===== config.mk =====
export PLATFORM = sky130hd
export DESIGN_NAME = imem_program_loader
export DESIGN_NICKNAME = d
export VERILOG_FILES = /design/src/rtl/rv_pkg.sv /design/src/rtl/instr_format_encoder.sv /design/src/rtl/imem_program_loader.sv
export SDC_FILE = /design/constraint.sdc
export NUM_CORES = 1
export LEC_CHECK = 0
export ABC_AREA = 1
export CAP_MARGIN = 10
export CORE_MARGIN = 1
export CORE_UTILIZATION = 25
export DETAILED_ROUTE_END_ITERATION = 8
export PLACE_DENSITY_LB_ADDON = 0.12
export SLEW_MARGIN = 5
export SYNTH_ARGS = -nofsm -noshare
export SYNTH_HDL_FRONTEND = slang
export SYNTH_SLANG_ARGS = --single-unit

===== constraint.sdc =====
create_clock -name clk -period 1.6 [get_ports clk]
set_clock_uncertainty 0.2 [all_clocks]
set_input_delay 0.32 -clock clk [delete_from_list [all_inputs] [get_ports clk]]
set_output_delay 0.32 -clock clk [all_outputs]
set_load 0.01 [all_outputs]

===== src/rtl/rv_pkg.sv =====
// Shared RV32I definitions: instruction formats, base opcodes and the loader FSM states.
// Also used by the control unit decoder, so keep encodings stable.
package rv_pkg;

    typedef enum logic [2:0] {
        FMT_R = 3'd0,
        FMT_I = 3'd1,
        FMT_S = 3'd2,
        FMT_B = 3'd3,
        FMT_U = 3'd4,
        FMT_J = 3'd5
    } fmt_e;

    localparam logic [6:0] OP_R      = 7'b0110011;
    localparam logic [6:0] OP_LOAD   = 7'b0000011;
    localparam logic [6:0] OP_IMM    = 7'b0010011;
    localparam logic [6:0] OP_JALR   = 7'b1100111;
    localparam logic [6:0] OP_AUIPC  = 7'b0010111;
    localparam logic [6:0] OP_LUI    = 7'b0110111;
    localparam logic [6:0] OP_STORE  = 7'b0100011;
    localparam logic [6:0] OP_BRANCH = 7'b1100011;
    localparam logic [6:0] OP_JAL    = 7'b1101111;

    typedef enum logic [1:0] {
        ST_IDLE = 2'd0,
        ST_LOAD = 2'd1,
        ST_DONE = 2'd2
    } state_e;

    // True when imm[31:msb] are all equal, i.e. imm fits a signed field of msb+1 bits.
    function automatic logic sext_fits(input logic [31:0] imm, input int unsigned msb);
        logic [31:0] t;
        t = $signed(imm) >>> msb;
        return (t == 32'h0) || (t == 32'hFFFF_FFFF);
    endfunction

endpackage


===== src/rtl/instr_format_encoder.sv =====
// Combinational RV32I field packer: builds the 32-bit word for a format and flags
// immediates that cannot be represented in that format.
module instr_format_encoder
    import rv_pkg::*;
(
    input  logic [2:0]  fmt,
    input  logic [6:0]  opcode,
    input  logic [4:0]  rd,
    input  logic [4:0]  rs1,
    input  logic [4:0]  rs2,
    input  logic [2:0]  funct3,
    input  logic [6:0]  funct7,
    input  logic [31:0] imm,
    output logic [31:0] word,
    output logic        illegal
);

    logic is_shift;

    always_comb begin
        word     = 32'h0;
        illegal  = 1'b0;
        is_shift = (opcode == OP_IMM) && ((funct3 == 3'b001) || (funct3 == 3'b101));
        case (fmt)
            FMT_R: word = {funct7, rs2, rs1, funct3, rd, opcode};
            FMT_I: begin
                // Shift-immediates carry funct7 in the upper bits and a 5-bit shamt.
                if (is_shift) begin
                    word    = {funct7, imm[4:0], rs1, funct3, rd, opcode};
                    illegal = (imm[31:5] != 27'h0);
                end else begin
                    word    = {imm[11:0], rs1, funct3, rd, opcode};
                    illegal = !sext_fits(imm, 11);
                end
            end
            FMT_S: begin
                word    = {imm[11:5], rs2, rs1, funct3, imm[4:0], opcode};
                illegal = !sext_fits(imm, 11);
            end
            FMT_B: begin
                word    = {imm[12], imm[10:5], rs2, rs1, funct3, imm[4:1], imm[11], opcode};
                illegal = !sext_fits(imm, 12) || imm[0];
            end
            FMT_U: begin
                word    = {imm[31:12], rd, opcode};
                illegal = (imm[11:0] != 12'h0);
            end
            FMT_J: begin
                word    = {imm[20], imm[10:1], imm[11], imm[19:12], rd, opcode};
                illegal = !sext_fits(imm, 20) || imm[0];
            end
            default: illegal = 1'b1;
        endcase
    end

endmodule


===== src/rtl/imem_program_loader.sv =====
// Boot-time IMEM writer: encodes field-level requests into consecutive instruction words
// and holds the core in reset until the load session has been closed.
module imem_program_loader
    import rv_pkg::*;
#(
    parameter int          DEPTH     = 256,
    parameter logic [31:0] BASE_ADDR = 32'h0,
    localparam int         CNT_W     = $clog2(DEPTH) + 1
) (
    input  logic             clk,
    input  logic             rst_n,
    input  logic             start,
    input  logic             finish,
    input  logic             in_valid,
    output logic             in_ready,
    input  logic [2:0]       in_fmt,
    input  logic [6:0]       in_opcode,
    input  logic [4:0]       in_rd,
    input  logic [4:0]       in_rs1,
    input  logic [4:0]       in_rs2,
    input  logic [2:0]       in_funct3,
    input  logic [6:0]       in_funct7,
    input  logic [31:0]      in_imm,
    output logic             imem_we,
    output logic [31:0]      imem_addr,
    output logic [31:0]      imem_wdata,
    output logic [CNT_W-1:0] word_count,
    output logic             err,
    output logic             busy,
    output logic             core_rst_n,
    output logic [1:0]       dbg_state
);

    // Handshake: a request transfers on a rising edge where in_valid & in_ready;
    // in_ready depends only on state and fill level, never on in_valid.
    localparam logic [CNT_W-1:0] DEPTH_C = CNT_W'(DEPTH);
    localparam logic [CNT_W-1:0] LAST_C  = CNT_W'(DEPTH - 1);

    state_e           state_q, state_d;
    logic             we_q, we_d;
    logic [31:0]      addr_q, addr_d;
    logic [31:0]      wdata_q, wdata_d;
    logic [CNT_W-1:0] count_q, count_d;
    logic             err_q, err_d;
    logic             core_rst_n_q, core_rst_n_d;
    logic [31:0]      enc_word;
    logic             enc_illegal;
    logic             accept;

    instr_format_encoder u_enc (
        .fmt     (in_fmt),
        .opcode  (in_opcode),
        .rd      (in_rd),
        .rs1     (in_rs1),
        .rs2     (in_rs2),
        .funct3  (in_funct3),
        .funct7  (in_funct7),
        .imm     (in_imm),
        .word    (enc_word),
        .illegal (enc_illegal)
    );

    assign in_ready = (state_q == ST_LOAD) && (count_q < DEPTH_C);
    assign accept   = in_valid && in_ready;

    always_comb begin
        state_d = state_q;
        we_d    = 1'b0;
        addr_d  = addr_q;
        wdata_d = wdata_q;
        count_d = count_q;
        err_d   = err_q;
        case (state_q)
            ST_IDLE, ST_DONE: begin
                if (start) begin
                    state_d = ST_LOAD;
                    count_d = '0;
                    err_d   = 1'b0;
                    addr_d  = BASE_ADDR;
                end
            end
            ST_LOAD: begin
                if (accept) begin
                    // Rejected requests are still consumed so the producer never stalls on them.
                    if (enc_illegal) begin
                        err_d = 1'b1;
                    end else begin
                        we_d    = 1'b1;
                        addr_d  = BASE_ADDR + (32'(count_q) << 2);
                        wdata_d = enc_word;
                        count_d = count_q + 1'b1;
                        if (count_q == LAST_C) state_d = ST_DONE;
                    end
                end
                if (finish) state_d = ST_DONE;
            end
            default: state_d = ST_IDLE;
        endcase
        // Release the core only once DONE has been held for a cycle; drop it as a new session opens.
        core_rst_n_d = (state_q == ST_DONE) && (state_d == ST_DONE);
    end

    always_ff @(posedge clk or negedge rst_n) begin
        if (!rst_n) begin
            state_q      <= ST_IDLE;
            we_q         <= 1'b0;
            addr_q       <= BASE_ADDR;
            wdata_q      <= 32'h0;
            count_q      <= '0;
            err_q        <= 1'b0;
            core_rst_n_q <= 1'b0;
        end else begin
            state_q      <= state_d;
            we_q         <= we_d;
            addr_q       <= addr_d;
            wdata_q      <= wdata_d;
            count_q      <= count_d;
            err_q        <= err_d;
            core_rst_n_q <= core_rst_n_d;
        end
    end

    assign imem_we    = we_q;
    assign imem_addr  = addr_q;
    assign imem_wdata = wdata_q;
    assign word_count = count_q;
    assign err        = err_q;
    assign busy       = (state_q == ST_LOAD);
    assign core_rst_n = core_rst_n_q;
    assign dbg_state  = state_q;

endmodule


# Word level (Yosys, flattened, before mapping)
# Index checks and enable logic that the tools add are counted.
# Widths: inputs -> output; s select.
dict set report classes {
  n_bitwise 1
  n_reduce_logical 25
  eq_ne 19
  add_sub_neg 1
  order_cmp 1
  n_mux 25
}
# op n
set ops {}
lappend ops {{$pmux 32 s6} 1}
lappend ops {{$mux 32} 4}
lappend ops {{$eq 32x32->1 const B} 3}
lappend ops {{$logic_not 32->1} 3}
lappend ops {{$pmux 32 s2} 1}
lappend ops {{$mux 9} 3}
lappend ops {{$reduce_bool 27->1} 1}
lappend ops {{$pmux 9 s2} 1}
lappend ops {{$reduce_bool 12->1} 1}
lappend ops {{$mux 2} 5}
lappend ops {{$add 9x1->9 const B} 1}
lappend ops {{$eq 3x3->1 const B} 3}
lappend ops {{$eq 9x8->1 const B} 1}
lappend ops {{$lt 9x9->1 const B} 1}
lappend ops {{$reduce_and 4->1} 2}
lappend ops {{$eq 7x5->1 const B} 1}
lappend ops {{$mux 1} 7}
lappend ops {{$eq 3x1->1 const B} 2}
lappend ops {{$eq 3x2->1 const B} 2}
lappend ops {{$logic_or 1x1->1} 6}
lappend ops {{$pmux 1 s6} 1}
lappend ops {{$eq 2x2->1 const B} 2}
lappend ops {{$logic_and 1x1->1} 4}
lappend ops {{$ne 2x1->1 const B} 2}
lappend ops {{11 further kinds} 14}
dict set report word_totals {
  wordCells 79
  output_inout_bits 80
  input_bits 72
  register_bits 78
}

# Longest topological paths before layout
# Gate-level depths: netlist (run 1).
dict set report depth {
  ltp_word 11
  mapped_depth 15
  ltp_nobuf 14
}

# Hierarchy
# A second synthesis (run 1) with hierarchy kept.
dict set report hier_totals {
  cells_unflattened 507
  area_unflattened_um2 3418.3
}
# mod seq_area_each_um2 instances area_per_inst_um2 cells_per_inst
set by_module_without_submodules {}
lappend by_module_without_submodules {imem_program_loader 1376.3 1 2472.4 287}
lappend by_module_without_submodules {instr_format_encoder 0.0 1 945.9 220}

# Least setup slack after synthesis (run 1)
# Ideal clock, no wire load.
dict set report synth_path {
  path_kind {register to register}
  start {register state_q[0], in the netlist dbg_state[0]}
  end {register count_q[1], in the netlist word_count[1]}
  required_time_ns 1.281
  setup_ns 0.119
  t_arrival_ns 1.647
  path_buffers 1
  path_stages_with_launch 13
  synth_period_minus_slack_ns 1.966
  slack_ns -0.366
  path_cell_list {dfrtp_1 -> inv_1 -> nor2_1 -> inv_2 -> nor2_1 -> nand2_1 -> inv_1 -> nand3_4 -> nand2_2 -> inv_2 -> buf_6 -> nand2_1 -> nand2_1}
}
dict set report synth_via {
  elab_chain_cells 5
  elab_cells_between_ends 12
  classes_between {5 x eq/ne; 1 x mux; 6 x reduce/logical}
}
# item line_no
set synth_lines {}
lappend synth_lines {{start, declared} imem_program_loader.sv:39} ;# state_e state_q, state_d;
lappend synth_lines {{start signal, assigned} imem_program_loader.sv:113} ;# state_q <= state_d;
lappend synth_lines {{$eq 2x1->1} imem_program_loader.sv:63} ;# assign in_ready = (state_q == ST_LOAD) && (count_q < DEPTH_C);
lappend synth_lines {{$logic_and 1x1->1} imem_program_loader.sv:63}
lappend synth_lines {{net in_ready} imem_program_loader.sv:15} ;# output logic in_ready,
lappend synth_lines {{$logic_and 1x1->1} imem_program_loader.sv:64} ;# assign accept = in_valid && in_ready;
lappend synth_lines {{$ne 2x1->1 (no source line)} n/a}
lappend synth_lines {{$reduce_and 4->1 (no source line)} n/a}
lappend synth_lines {{end signal, assigned} imem_program_loader.sv:117} ;# count_q <= count_d;
lappend synth_lines {{end, declared} imem_program_loader.sv:43} ;# logic [CNT_W-1:0] count_q, count_d;
# The timed path passes the listed nets, and every way through them passes these cells.
# A chain may end at the register's enable or synchronous reset.

# Final worst setup path (run 1)
dict set report layout_path {
  start {input port in_imm[5]}
  end {register addr_q[2], in the netlist imem_addr[2]}
}
dict set report layout_via {
  elab_chain_cells 5
  elab_cells_between_ends 6
  classes_between {1 x eq/ne; 2 x mux; 3 x reduce/logical}
}
# item line_no
set layout_lines {}
lappend layout_lines {{start, declared} imem_program_loader.sv:23} ;# input logic [31:0] in_imm,
lappend layout_lines {{$reduce_bool 27->1} instr_format_encoder.sv:30} ;# illegal = (imm[31:5] != 27'h0);
lappend layout_lines {{$mux 1} instr_format_encoder.sv:28} ;# if (is_shift) begin
lappend layout_lines {{$pmux 1 s6 *} instr_format_encoder.sv:24} ;# case (fmt)
lappend layout_lines {{$ne 2x2->1 (no source line) *} n/a}
lappend layout_lines {{$reduce_and 4->1 (no source line) *} n/a}
lappend layout_lines {{end signal, assigned} imem_program_loader.sv:115} ;# addr_q <= addr_d;
lappend layout_lines {{end, declared} imem_program_loader.sv:41} ;# logic [31:0] addr_q, addr_d;
# Every way passes the cells marked *; elsewhere a longest branch is shown, timed or not.

==> results of run 1 <==
final cells by class:
cell class,instances,area [um^2]
repair buffers,217,1957
clock buffers,5,125.1
well taps,172,215.2
flip-flops and latches,55,1378
multi-input cells,343,2081
repair inverters,2,27.53
clock inverters,3,46.29
fillers,1256,6573
inverters,37,166.4
metal layers:
| layer | track usage [%] | part of all wire, % | up-vias |
|---|---|---|---|
| met3 | 2.197 | 4.3 | 14 |
| met4 | 6.234 | 1.9 | 0 |
| met5 | 0 | 0 | - |
| met1 | 24.00 | 44 | 1697 |
| li1 | - | - | 1813 |
| met2 | 31.42 | 50 | 110 |
power breakdown:
group,total (mW),internal (mW),switching [mW]
logic,2.62,1.33,1.29
clock network,1.28,0.746,0.532
registers,2.16,1.81,0.347
sequential cells by signal (all words and copies together), names as in the netlist:
name and count:
word_count 9, dbg_state 2, imem_wdata 32, core_rst_n 1, imem_addr 9, err 1, imem_we 1
critical path, delay by kind of cell:
kind / cells / cell delay, ns
buf+inv: 5 / 0.61
simple gates: 10 / 1.07
cells by family after synthesis:
kind of cell / count (synthesis) / share of synthesized area (%)
simple gates: 260 / 33.29
buf+inv: 71 / 11.77
flops: 55 / 42.74
compound gates: 53 / 9.946
xor+xnor: 5 / 1.360
fa+ha+maj: 2 / 0.7769
other cells: 1 / 0.1164
worst max path at each step:
| stage | endpoint | slack, ns | cells past startpoint |
|---|---|---|---|
| after floorplan | word_count[1] | -0.25 | 12 |
| after global placement | imem_addr[5] | -0.95 | 14 |
| after detailed placement | imem_addr[8] | -0.99 | 13 |
| after CTS | imem_wdata[25] | -0.36 | 14 |
| after global routing | imem_addr[2] | -0.48 | 15 |
| final | imem_addr[2] | -0.36 | 15 |
repair_timing:
action | in CTS | in global routing
setup endpoints to repair | 111 | 60
hold buffers | 1 | 0
pin swaps | 52 | 27
resized for setup | 377 | 66
endpoints found under the hold margin | 55 | 0
setup buffers | 17 | 5
gates cloned | 7 | 1
synth_stat cells (all sizes together):
master / n
xor2: 5
dfrtp: 55
nor3: 3
a221oi: 6
conb: 1
nand3: 31
nand2: 163
a22oi: 2
or2: 1
clkbuf: 2
nand4: 2
nor2: 58
inv: 37
nand3b: 1
o21ai: 30
a21boi: 1
and3: 1
o22ai: 2
buf: 32
ha: 2
a21oi: 6
a22o: 6
placed cells by master (no fill, tap or decap), types with 4 or more instances in the layout:
master	count
inv_1	21
buf_12	9
inv_2	13
o21ai_2	16
nand3_2	12
nor2_2	12
nand3_1	18
dlygate4sd2_1	52
clkbuf_16	5
buf_6	15
a221oi_1	6
nor2_1	36
xor2_1	5
nor2_4	10
a22o_1	6
nand2_4	24
conb_1	23
dfrtp_1	54
clkdlybuf4s50_1	26
buf_8	4
a21oi_1	6
nand2_2	42
o21ai_0	6
buf_2	31
buf_4	66
clkdlybuf4s15_1	4
o21ai_1	7
nand2_1	96
==> results.md, run 1 <==
- Status: complete, but fails checks
- Violated checks: setup timing
- Hold Violations, Final: 0
- Worst Setup Slack, final: -0.3585 ns
- Fin crit share: 122.4%
- Post-synthesis register bit count: 55
- Area of the die: 13340 um^2
- DRT Pass-1 Iters: 4
- Starting density of the core: 25.62%
- Post-Synthesis Cell Area: 3221 um^2
- Placed insts: 803
- CP arrival: 2.00 ns
- CP Class: in2reg
- Initial antenna violation count: 0
- R2R setup slack: -0.31 ns
- Share of cells above drive strength 1: 42.90%
- DR vias: 3634
- Power Dens Cells: 1010 nW/um^2
- # nets final: 735
- IR Drop Worst-Case VDD: 0.5545 mV
- CP max-delay cell: or2_1
- Fin Setup TNS: -13.89 ns
- DR WL/cell: 14.15 um
- CTS tree: built
- Cells after Synth: 447
- Remaining antenna violation count: 0
- H-tree Lvls: 2
- Root buffer cell: clkbuf_16
- Remaining Overflow, GRT: 0
- Register area share after synthesis: 42.74%
- Hold_ws: 0.07620 ns
- Yosys cell types: 31
- HP Class: in2reg
- Worst Reg-to-Reg Cells: 12
- Worst Hold Endpoint: imem_wdata[1]
- Dpl ws: -0.9864 ns
- # IOs: 152
- Final Critical Period: 1.958 ns
- Number of global-route vias before repair: 3659
- Sink Count: 55
- Placement Cell Area: 5134 um^2
- MaxCap Viol Count: 0
- Gpl congestion: 0.8997
- Crit-path max cell delay: 0.23 ns
- RSZ-0062 raised after global routing: true
- Crit-path cells: buf_6 > or2_1 > nor2_2 > buf_4 > nand4_1 > nand2_1 > nand2_2 > nor2_4 > nand3_4 > buf_12 > nand2_8 > buf_12 > buf_8 > nand3_2 > nand2_1
- GRT Total Usage: 18.38%
- Worst setup EP type: flop
- Avg Inst Size Synth: 7.205 um^2
- Worst-skew pair later-pin latency: 0.29 ns
- Core box area: 12570 um^2
- Vias per Instance: 4.357
- FF-to-FF Start: dbg_state[1]
- Required time of the critical path: 1.64 ns
- Finished Cell Area: 5996 um^2
- Crit path launch type: input port
- Largest net degree at the start of global routing: 56
- CTS clk-pin slew, worst paths: 0.08 ns
- Max Root-Sink Buffers: 2
- Number of buffers created by CTS: 5
- Worst Path Max Fanout: 5
- Post-route DRC violation count: 0
- Finished Core Util: 47.71%
- Synth top area cells: dfrtp_1, nand2_1, nor2_1
- Area Overhead vs Synth: 86.17%
- Number of cell rows: 41
- Non-Filler Instances: 834
- Leakage: 3.170 nW
- First-pass GRT wire length: 18890 um
- Power, Total: 6.056 mW
- Critical Path Start: in_imm[5]
- Area share of the largest cell type after synthesis: 42.74%
- Largest area contributor in the netlist: dfrtp_1
- Yosys warns: 0
- Die height: 115.5 um
- Hold_sp: in_opcode[1]
- Slew Limit Fails: 0
- Width of the die: 115.5 um
- # diodes: 0
- I/O Buffers: 128
- WHS Path Cells: 3
- Starting DRT DRC Count: 153
- HPWL Detailed: 8450 um
- Fmax: 510.6 MHz
- Worst r2r dst: imem_addr[2]
- WL final: 11800 um
- Setup violators final: 55
No activity file was read; power rests on OpenSTA's default activity.
==> run 2, diff against run 1 <==
--- a/config.mk
+++ b/config.mk
@@ -9,6 +9,7 @@
 export CAP_MARGIN = 10
 export CORE_MARGIN = 1
 export CORE_UTILIZATION = 25
+export CTS_CLUSTER_DIAMETER = 40
 export DETAILED_ROUTE_END_ITERATION = 8
 export PLACE_DENSITY_LB_ADDON = 0.12
 export SLEW_MARGIN = 5
==> results of run 2 <==
The final DEF is identical to that of run 1; final timing and power are the same.
